`src/rtl/instr_fetch_unit.sv`:
```
// instr_fetch_unit
//   Sequential instruction-supply front end for the LEGv8 datapath. Owns the
//   program counter, fetches 32-bit words over a req/ack memory handshake and
//   hands each word (with its PC and opcode field) to decode over valid/ready.
//   Taken branches from execute redirect the PC; wrong-path words are dropped.
//
// Ports
//   clk, reset           clock, asynchronous active-high reset
//   imem_req/imem_addr   fetch request and address (address stable while req)
//   imem_ack/imem_rdata  memory completion and returned word
//   instr_valid/ready    delivery handshake to decode
//   instr/opcode/instr_pc held word, its [31:21] field, and its fetch address
//   branch_taken/target  one-cycle redirect pulse and target address
//   fetch_count          number of completed deliveries (wraps)
module instr_fetch_unit #(
    parameter int unsigned         ADDR_W   = 64,
    parameter logic [ADDR_W-1:0]   RESET_PC = '0
) (
    input  logic              clk,
    input  logic              reset,
    output logic              imem_req,
    output logic [ADDR_W-1:0] imem_addr,
    input  logic              imem_ack,
    input  logic [31:0]       imem_rdata,
    output logic              instr_valid,
    input  logic              instr_ready,
    output logic [31:0]       instr,
    output logic [10:0]       opcode,
    output logic [ADDR_W-1:0] instr_pc,
    input  logic              branch_taken,
    input  logic [ADDR_W-1:0] branch_target,
    output logic [31:0]       fetch_count
);

    typedef enum logic [1:0] {
        IDLE  = 2'd0,
        FETCH = 2'd1,
        HOLD  = 2'd2
    } state_t;

    state_t            state, state_n;
    logic [ADDR_W-1:0] pc, pc_n;
    logic [ADDR_W-1:0] req_addr, req_addr_n;
    logic              squash, squash_n;
    logic [31:0]       instr_q, instr_n;
    logic [ADDR_W-1:0] instr_pc_q, instr_pc_n;
    logic [31:0]       count_q, count_n;
    logic [ADDR_W-1:0] target;

    // Word-aligned redirect address.
    assign target = branch_target & ~ADDR_W'(3);

    // While a squashed request is outstanding, pc already holds the redirect
    // address; the in-flight request keeps presenting the address it was
    // issued with (captured in req_addr).
    assign imem_addr   = squash ? req_addr : pc;
    assign instr       = instr_q;
    assign opcode      = instr_q[31:21];
    assign instr_pc    = instr_pc_q;
    assign fetch_count = count_q;

    always_ff @(posedge clk or posedge reset) begin
        if (reset) begin
            state <= IDLE;
        end else begin
            state <= state_n;
        end
    end

    always_ff @(posedge clk or posedge reset) begin
        if (reset) begin
            pc         <= RESET_PC;
            req_addr   <= RESET_PC;
            squash     <= 1'b0;
            instr_q    <= '0;
            instr_pc_q <= '0;
            count_q    <= '0;
        end else begin
            pc         <= pc_n;
            req_addr   <= req_addr_n;
            squash     <= squash_n;
            instr_q    <= instr_n;
            instr_pc_q <= instr_pc_n;
            count_q    <= count_n;
        end
    end

    always_comb begin
        state_n     = state;
        pc_n        = pc;
        req_addr_n  = req_addr;
        squash_n    = squash;
        instr_n     = instr_q;
        instr_pc_n  = instr_pc_q;
        count_n     = count_q;
        imem_req    = 1'b0;
        instr_valid = 1'b0;

        case (state)
            IDLE: begin
                if (branch_taken) begin
                    pc_n = target;
                end
                state_n = FETCH;
            end

            FETCH: begin
                imem_req = 1'b1;
                if (imem_ack) begin
                    if (squash || branch_taken) begin
                        // Wrong-path data: discard and reissue at the redirect.
                        squash_n = 1'b0;
                        if (branch_taken) begin
                            pc_n = target;
                        end
                    end else begin
                        instr_n    = imem_rdata;
                        instr_pc_n = pc;
                        pc_n       = pc + ADDR_W'(4);
                        state_n    = HOLD;
                    end
                end else if (branch_taken) begin
                    // Request cannot be withdrawn: keep its address, remember
                    // the newest target, and drop the data when it arrives.
                    if (!squash) begin
                        req_addr_n = pc;
                    end
                    pc_n     = target;
                    squash_n = 1'b1;
                end
            end

            HOLD: begin
                instr_valid = 1'b1;
                if (branch_taken) begin
                    pc_n    = target;
                    state_n = FETCH;
                end else if (instr_ready) begin
                    count_n = count_q + 32'd1;
                    state_n = FETCH;
                end
            end

            default: begin
                state_n = IDLE;
            end
        endcase
    end

endmodule
```
`config.mk`:
```
export PLATFORM = sky130hd
export DESIGN_NAME = instr_fetch_unit
export DESIGN_NICKNAME = d
export VERILOG_FILES = /design/src/rtl/instr_fetch_unit.sv
export SDC_FILE = /design/constraint.sdc
export NUM_CORES = 1
export LEC_CHECK = 0
export BUFFER_PORTS_ARGS = -buffer_cell sky130_fd_sc_hd__clkbuf_2
export CAP_MARGIN = 20
export CORE_UTILIZATION = 50
export DETAILED_ROUTE_END_ITERATION = 8
export PLACE_DENSITY = 0.76
export SLEW_MARGIN = 20
export SYNTH_ARGS = -nofsm -noshare
export SYNTH_HDL_FRONTEND = slang
export SYNTH_SLANG_ARGS = --single-unit
```
`constraint.sdc`:
```
create_clock -name clk -period 22.9 [get_ports clk]
set_clock_uncertainty 0.2 [all_clocks]
set_input_delay 4.58 -clock clk [delete_from_list [all_inputs] [get_ports clk]]
set_output_delay 4.58 -clock clk [all_outputs]
set_load 0.03 [all_outputs]
```
==> results of run 1 <==
[Yosys cell counts (all sizes together), types with 2 or more instances]
master / count / area share (%)
a211oi: 5 / 0.30
a21o: 2 / 0.12
a21oi: 23 / 0.93
a221o: 6 / 0.49
a22oi: 23 / 1.4
a311oi: 3 / 0.21
a31oi: 6 / 0.30
and2: 9 / 0.46
and3: 23 / 1.2
and4: 8 / 0.57
buf: 33 / 1.5
clkbuf: 58 / 1.8
dfrtp: 259 / 52
ha: 2 / 0.20
inv: 12 / 0.36
mux2: 120 / 11
mux2i: 13 / 1.1
nand2: 342 / 10
nand2b: 4 / 0.20
nand3: 48 / 2.0
nand4: 28 / 1.6
nor2: 54 / 1.8
nor2b: 3 / 0.15
nor3: 21 / 0.98
nor4: 10 / 0.73
o211ai: 5 / 0.30
o21ai: 50 / 2.0
o221a: 3 / 0.27
o22ai: 12 / 0.61
o311ai: 13 / 0.92
o31a: 2 / 0.14
or3: 4 / 0.24
or4: 7 / 0.45
xnor2: 25 / 1.8
xor2: 7 / 0.50
[worst min-delay path by stage]
stage                     slack [ns]  cells after the start                           to                   startpoint
after floorplan                 0.25                      2      instr_pc[0]$_DFFE_PP0P_            pc[0]$_DFFE_PP0P_
after global placement          0.26                      2         instr[5]$_DFFE_PP0P_         instr[5]$_DFFE_PP0P_
after detailed placement        0.26                      2         instr[5]$_DFFE_PP0P_         instr[5]$_DFFE_PP0P_
after CTS                       0.27                      1  fetch_count[31]$_DFFE_PP0P_  fetch_count[31]$_DFFE_PP0P_
after global routing            0.28                      1  fetch_count[31]$_DFFE_PP0P_  fetch_count[31]$_DFFE_PP0P_
final                           0.27                      1  fetch_count[31]$_DFFE_PP0P_  fetch_count[31]$_DFFE_PP0P_
[power groups by stage]
stage	registers, mW	logic (mW)	clock network, mW
final	0.768	0.817	0.476
after global routing	0.792	0.875	0.498
after CTS	0.767	0.823	0.483
after detailed placement	0.773	0.819	0
after global placement	0.762	0.798	0
after floorplan	0.866	0.483	0
[routing by layer]
layer / vias up / global-route usage, %
li1: 4875 / -
met1: 5182 / 36.60
met2: 405 / 46.19
met3: 58 / 5.210
met4: 0 / 7.998
met5: - / 0
[sequential cells by signal (all words and copies together) (netlist names)]
register,count
state,2
instr_pc,64
instr,32
fetch_count,32
req_addr,64
pc,64
squash,1
[final cells by class]
| type | count | area (sq um) |
|---|---|---|
| clock inverters | 11 | 147.6 |
| repair buffers | 316 | 1667 |
| diodes | 2 | 5.005 |
| multi-input cells | 891 | 5492 |
| flip-flops and latches | 259 | 6485 |
| inverters | 12 | 52.55 |
| well taps | 324 | 405.4 |
| clock buffers | 39 | 833.3 |
| fillers | 2012 | 9233 |
[through the flow]
step | setup slack [ns] | utilization [%]
final | 15.79 | 62.04
after global routing | 15.68 | 62.04
after CTS | 15.78 | 61.90
after detailed placement | 15.31 | 57.87
after global placement | 15.35 | 57.67
after floorplan | 10.99 | -
[logic make-up after synthesis]
kind of cell | Yosys count | share of synthesized area (%)
DFF | 259 | 52.37
adders and majority gates | 2 | 0.2022
buffers and inverters | 103 | 3.640
xor gates and xnor gates | 32 | 2.265
muxes | 133 | 11.97
and+or+nand+nor | 564 | 21.05
AOI/OAI and AO/OA | 160 | 8.503
[worst max-delay path, delay by kind of cell (launching register included)]
family	cells	cell delay, ns
flops	1	1.10
buf+inv	1	0.20
mux	1	0.44
==> results.md, run 1 <==
* Met2 Wirelength at 16,930 um
* Fin crit period at roughly 7.1 ns
* Finished Layout Cells at approximately 1.9k
* P per Cell Area at about 140 nW/um^2
* Sum of negative setup slack at 0 ns
* Critical Path Max Stage Delay at roughly 1.1 ns
* Worst r2r dst: pc[62]$_DFFE_PP0N_
* Post-route ant nets at 0
* Warnings from Yosys at 0
* Layout area overhead at 21.91%
* Skew-Pair Late Insertion Delay at between 0.5 and 0.6 ns
* Placed cells at roughly 1.8k
* CTS H-Tree Depth at 1
* Root Driver: clkbuf_16
* Cts hold-fix bufs at 0
* # IOs at roughly 310
* PostCTS Resize Cnt at 0
* Total GRT Usage at approximately 28%
* Nature of the critical path startpoint: flop
* Vias per cell at 5.674
* Seq pwr share at a little under two fifths
* Combinational power share at between 30 and 40%
* Avg WL per Cell at between 15 and 20 um
* PortBufs at 303
* CP Capture Type: output pin
* Layout cells sized above 1 at 33.12%
* CTS Sinks at 259
* Slowest-stage cell, CP: dfrtp_4
* Post-synth EDFFs at 0
* Vias in the first global route at around 10k
* Post-CTS Setup Bufs at 0
* Max Clk Rate at 140.6 MHz
* Pwr Total at 2.061 mW
* WP data required at about 18 ns
* CTS Buf Count at 29
* Syn_nets at around 1.4k
* Launch point of the critical path: squash$_DFFE_PP0P_
* Drt pass-1 iters at 5
* M1 wire length at between 10,000 and 15,000 um
* Iter 0 DRT Violations at between 900 and 1k
* Crit path to: imem_addr[17]
* Fin crit share at a little under a third
* Pin count of the biggest net entering global routing at approximately 140
* Hold slack final at approximately 0.27 ns
* FF-to-FF path depth at 6
* Worst-path fanout max at 76
* Max IR drop VDD at about 0.083 mV
* Crit Path Category: reg2out
* Initial Util at approximately half
* Initial antenna violation count at 2
* CTS clk-pin slew, worst paths at around 0.060 ns
* Clk buf depth at 3
* Sequential fraction of the synthesis area at between 50% and 60%
* Net count, final at 1,612
* Worst Tran Pin Value at between 1 and 1.5 ns
* CP Cell Sequence: mux2_2 > clkbuf_2
* Max Cap Violations at 0
* Post-place instance area at 14,070 sq um
* Worst rel slew slack at about 31%
* First-pass GRT wire length at roughly 56,000 um
* Avg Inst Size Synth at between 9 and 10 sq um
* Core ar. at 24,320 sq um
* Status: completed
* Most frequent cells in the layout: nand2_1 (342), clkbuf_2 (303), dfrtp_1 (258)
* Worst reg2reg setup slack at between 15 and 20 ns
* CP Data Arrival Time at 2.33 ns
* Most common cell after layout, fill and taps aside: nand2_1
* Ys async rst share at 100.0%
* Int Power at 1.180 mW
* DRC Markers at 0
* DRT Wirelength at roughly 35,000 um
* Clk pwr share at a little under a quarter
* Min-delay worst type: reg2reg
* Most common flop cell mapped by yosys: dfrtp_1
* Synth cell types at between 60 and 70
* Routability Congestion at between 0.8 and 0.9
* Top Layer Used: met4
* Unrepaired setup endpoints after global routing: false
* Post-synthesis register bit count at 259
* Die ar. at approximately 25,000 sq um
* Worst r2r src: squash$_DFFE_PP0P_
* DPL Wire Length at ~23,000 um
* Met3 routed WL at approximately 2500 um
* Switch share at 42.77%
* Die H at ~160 um
* Final Cell Area at between 15,000 and 20,000 sq um
* CTS tree: built
* Post-Syn Instances at around 1.3k
* Sw Pwr at around 0.88 mW
* Static Leak at roughly 7.4 nW
* Row count at between 50 and 60
* Vias at 10.52k
* Fin. Hold Viols at 0
* Die X-Extent at 159.3 um
* Final slew viol count at 0
* # setup viols final at 0
* Synthesized area at about 12,000 sq um
* Grt ovf at 0
(Power assumes the default switching activity.)
==> run 2: changes to the inputs <==
==> constraint.sdc (replaced) <==
create_clock -name clk -period 6.8 [get_ports clk]
set_clock_uncertainty 0.2 [all_clocks]
set_input_delay 1.36 -clock clk [delete_from_list [all_inputs] [get_ports clk]]
set_output_delay 1.36 -clock clk [all_outputs]
set_load 0.03 [all_outputs]
==> run 2 against run 1 <==
Effect of this change: design area decreased by 0.24%; worst hold slack hardly changed; clock power increased to 3.3 times the previous value; wire length decreased by 0.68%; via count is 0.86% lower; total power grew to 3.3 times the previous value; cell count down 0.16%; global-route usage decreased by 0.19 points; sequential power increased to 3.4 times the previous value; worst setup slack worse by 13 ns; count of clock-buffer cells in the layout is 3 higher; critical path type unchanged; critical endpoint is now imem_addr[8]; highest routed layer unchanged.
==> results.md, run 2 (same netlist as run 1, synthesis figures left out) <==
* Worst hold stages at 2
* CTS Sinks at ~260
* Initial antenna violation count at 2
* CTS clk-pin slew, worst paths at around 0.05 ns
* Worst r2r src: squash$_DFFE_PP0P_
* CP Cell Sequence: mux2_2 > clkbuf_2
* CTS tree: built
* Sum of negative setup slack at 0 ns
* Root Driver: clkbuf_16
* Layout area overhead at 21.62%
* DRT Wirelength at 34,430 um
* Die X-Extent at 159.3 um
* Fin crit share at between 50 and 60%
* Worst rel slew slack at 28.17%
* CTS Buf Count at 30
* FF-to-FF path depth at 6
* Stages on worst setup path at 2
* Worst reg2reg setup slack at between 3 and 4 ns
* DPL Wire Length at 22,980 um
* PortBufs at about 300
* Core ar. at around 24,000 sq um
* Routability Congestion at between 0.8 and 0.9
* Max Cap Violations at 0
* Crit Path Category: reg2out
* Layout cells sized above 1 at between 30% and 40%
* Most frequent cells in the layout: nand2_1 (342), clkbuf_2 (303), dfrtp_1 (258)
* Vias at between 10k and 15k
* Die H at approximately 160 um
* Slowest-stage cell, CP: dfrtp_4
* Static Leak at 7.375 nW
* Total GRT Usage at 27.39%
* Critical Path Max Stage Delay at around 1.1 ns
* # setup viols final at 0
* Min-delay src: instr[10]$_DFFE_PP0P_
* Skew-Pair Late Insertion Delay at between 0.5 and 0.6 ns
* # IOs at between 300 and 400
* Final slew viol count at 0
* Worst r2r dst: pc[33]$_DFFE_PP0N_
* Worst Path Buf+Inv at 1
* WP data required at between 5 and 6 ns
* Post-CTS Setup Bufs at 0
* Most common cell after layout, fill and taps aside: nand2_1
* CP top delay family: flip-flops
* CP Capture Type: output pin
* Fin. Hold Viols at 0
* Die ar. at 25,380 sq um
* Row count at 57
* Grt ovf at 0
* Vias per cell at 5.635
* Max Clk Rate at between 200 and 300 MHz
* Nature of the critical path startpoint: flop
* Status: completed
* Fin crit period at around 3.9 ns
* DRC Markers at 0
* PostCTS Resize Cnt at 0
* Vias in the first global route at approximately 10k
* Initial Util at about half
* Number of fill cells at roughly 2.1k
* Max IR drop VDD at about 0.34 mV
* Cts hold-fix bufs at 0
* Avg WL per Cell at roughly 19 um
* P per Cell Area at about 460 nW/um^2
* Worst-path fanout max at between 70 and 80
* Clk buf depth at 3
* Min-delay worst type: reg2reg
* Net count, final at 1,613
* Unrepaired setup endpoints after global routing: false
* Iter 0 DRT Violations at roughly 900
* Drt pass-1 iters at 6
* CP Data Arrival Time at about 2.4 ns
* First-pass GRT wire length at 55,700 um
* Pwr Total at about 7 mW
* Pin count of the biggest net entering global routing at ~190
* Post-route ant nets at 0
* CTS H-Tree Depth at 1
* Hold endpoint: instr[10]$_DFFE_PP0P_
* Worst Tran Pin Value at around 1.1 ns
run 2: cell count changes in the layout (fill, tap and decap cells not counted):
cell / change
inv_8: -1
clkinv_8: -1
clkinv_2: -3
buf_16: -1
clkbuf_1: +2
clkbuf_8: -1
clkinv_4: -1
inv_6: +1
clkbuf_16: +2
bufinv_16: -1
buf_12: +1
run 2: worst max path at each step:
stage | slack [ns] | startpoint | end
detailed placement | 2.47 | branch_taken | pc[33]$_DFFE_PP0N_
global route | 2.81 | squash$_DFFE_PP0P_ | imem_addr[8]
global placement | 2.55 | branch_taken | pc[33]$_DFFE_PP0N_
finish | 2.89 | squash$_DFFE_PP0P_ | imem_addr[8]
floorplan | 1.83 | reset | fetch_count[0]$_DFFE_PP0P_
CTS | 2.89 | squash$_DFFE_PP0P_ | imem_addr[8]
run 2: metal layers:
metal	GRT usage, %	vias to the layer above	routed length, um
met5	0	-	0
met2	45.39	416	16600
met4	8.523	0	971
li1	-	4869	-
met3	5.939	65	2573
met1	36.00	5080	14280
run 2: through the flow:
step / utilization, % / area, sq um / setup WS [ns] / cells / hold WS (ns)
after floorplan: - / 12380 / 1.826 / 1253 / 0.2486
after global placement: 57.74 / 14040 / 2.550 / 1800 / 0.2576
after detailed placement: 57.85 / 14070 / 2.471 / 1801 / 0.2611
after CTS: 61.78 / 15030 / 2.889 / 1848 / 0.2746
after global routing: 61.88 / 15050 / 2.811 / 1850 / 0.2980
final: 61.89 / 15050 / 2.893 / 1851 / 0.2719
run 2: final cells by class:
type | count | area (sq um) | share of cell area, %
Sequential cell | 259 | 6485 | 43.09
Multi-Input combinational cell | 891 | 5492 | 36.49
Timing Repair Buffer | 316 | 1659 | 11.02
Clock buffer | 42 | 877.1 | 5.828
Tap cell | 324 | 405.4 | 2.693
Clock inverter | 5 | 78.83 | 0.5237
Inverter | 12 | 48.80 | 0.3242
Antenna cell | 2 | 5.005 | 0.03325
run 2: worst reg2reg max path, stage by stage (launching register included):
cell	delay, ns
dfrtp_4	0.82
nor2_1	0.44
and3_1	0.93
o21ai_4	0.34
buf_16	0.27
o311ai_0	0.39
nand3_1	0.12
run 2: power by group:
part           switching, mW  internal, mW  total [mW]
logic                   1.82         0.918        2.74
clock network          0.617         0.958        1.58
registers              0.503          2.09        2.59
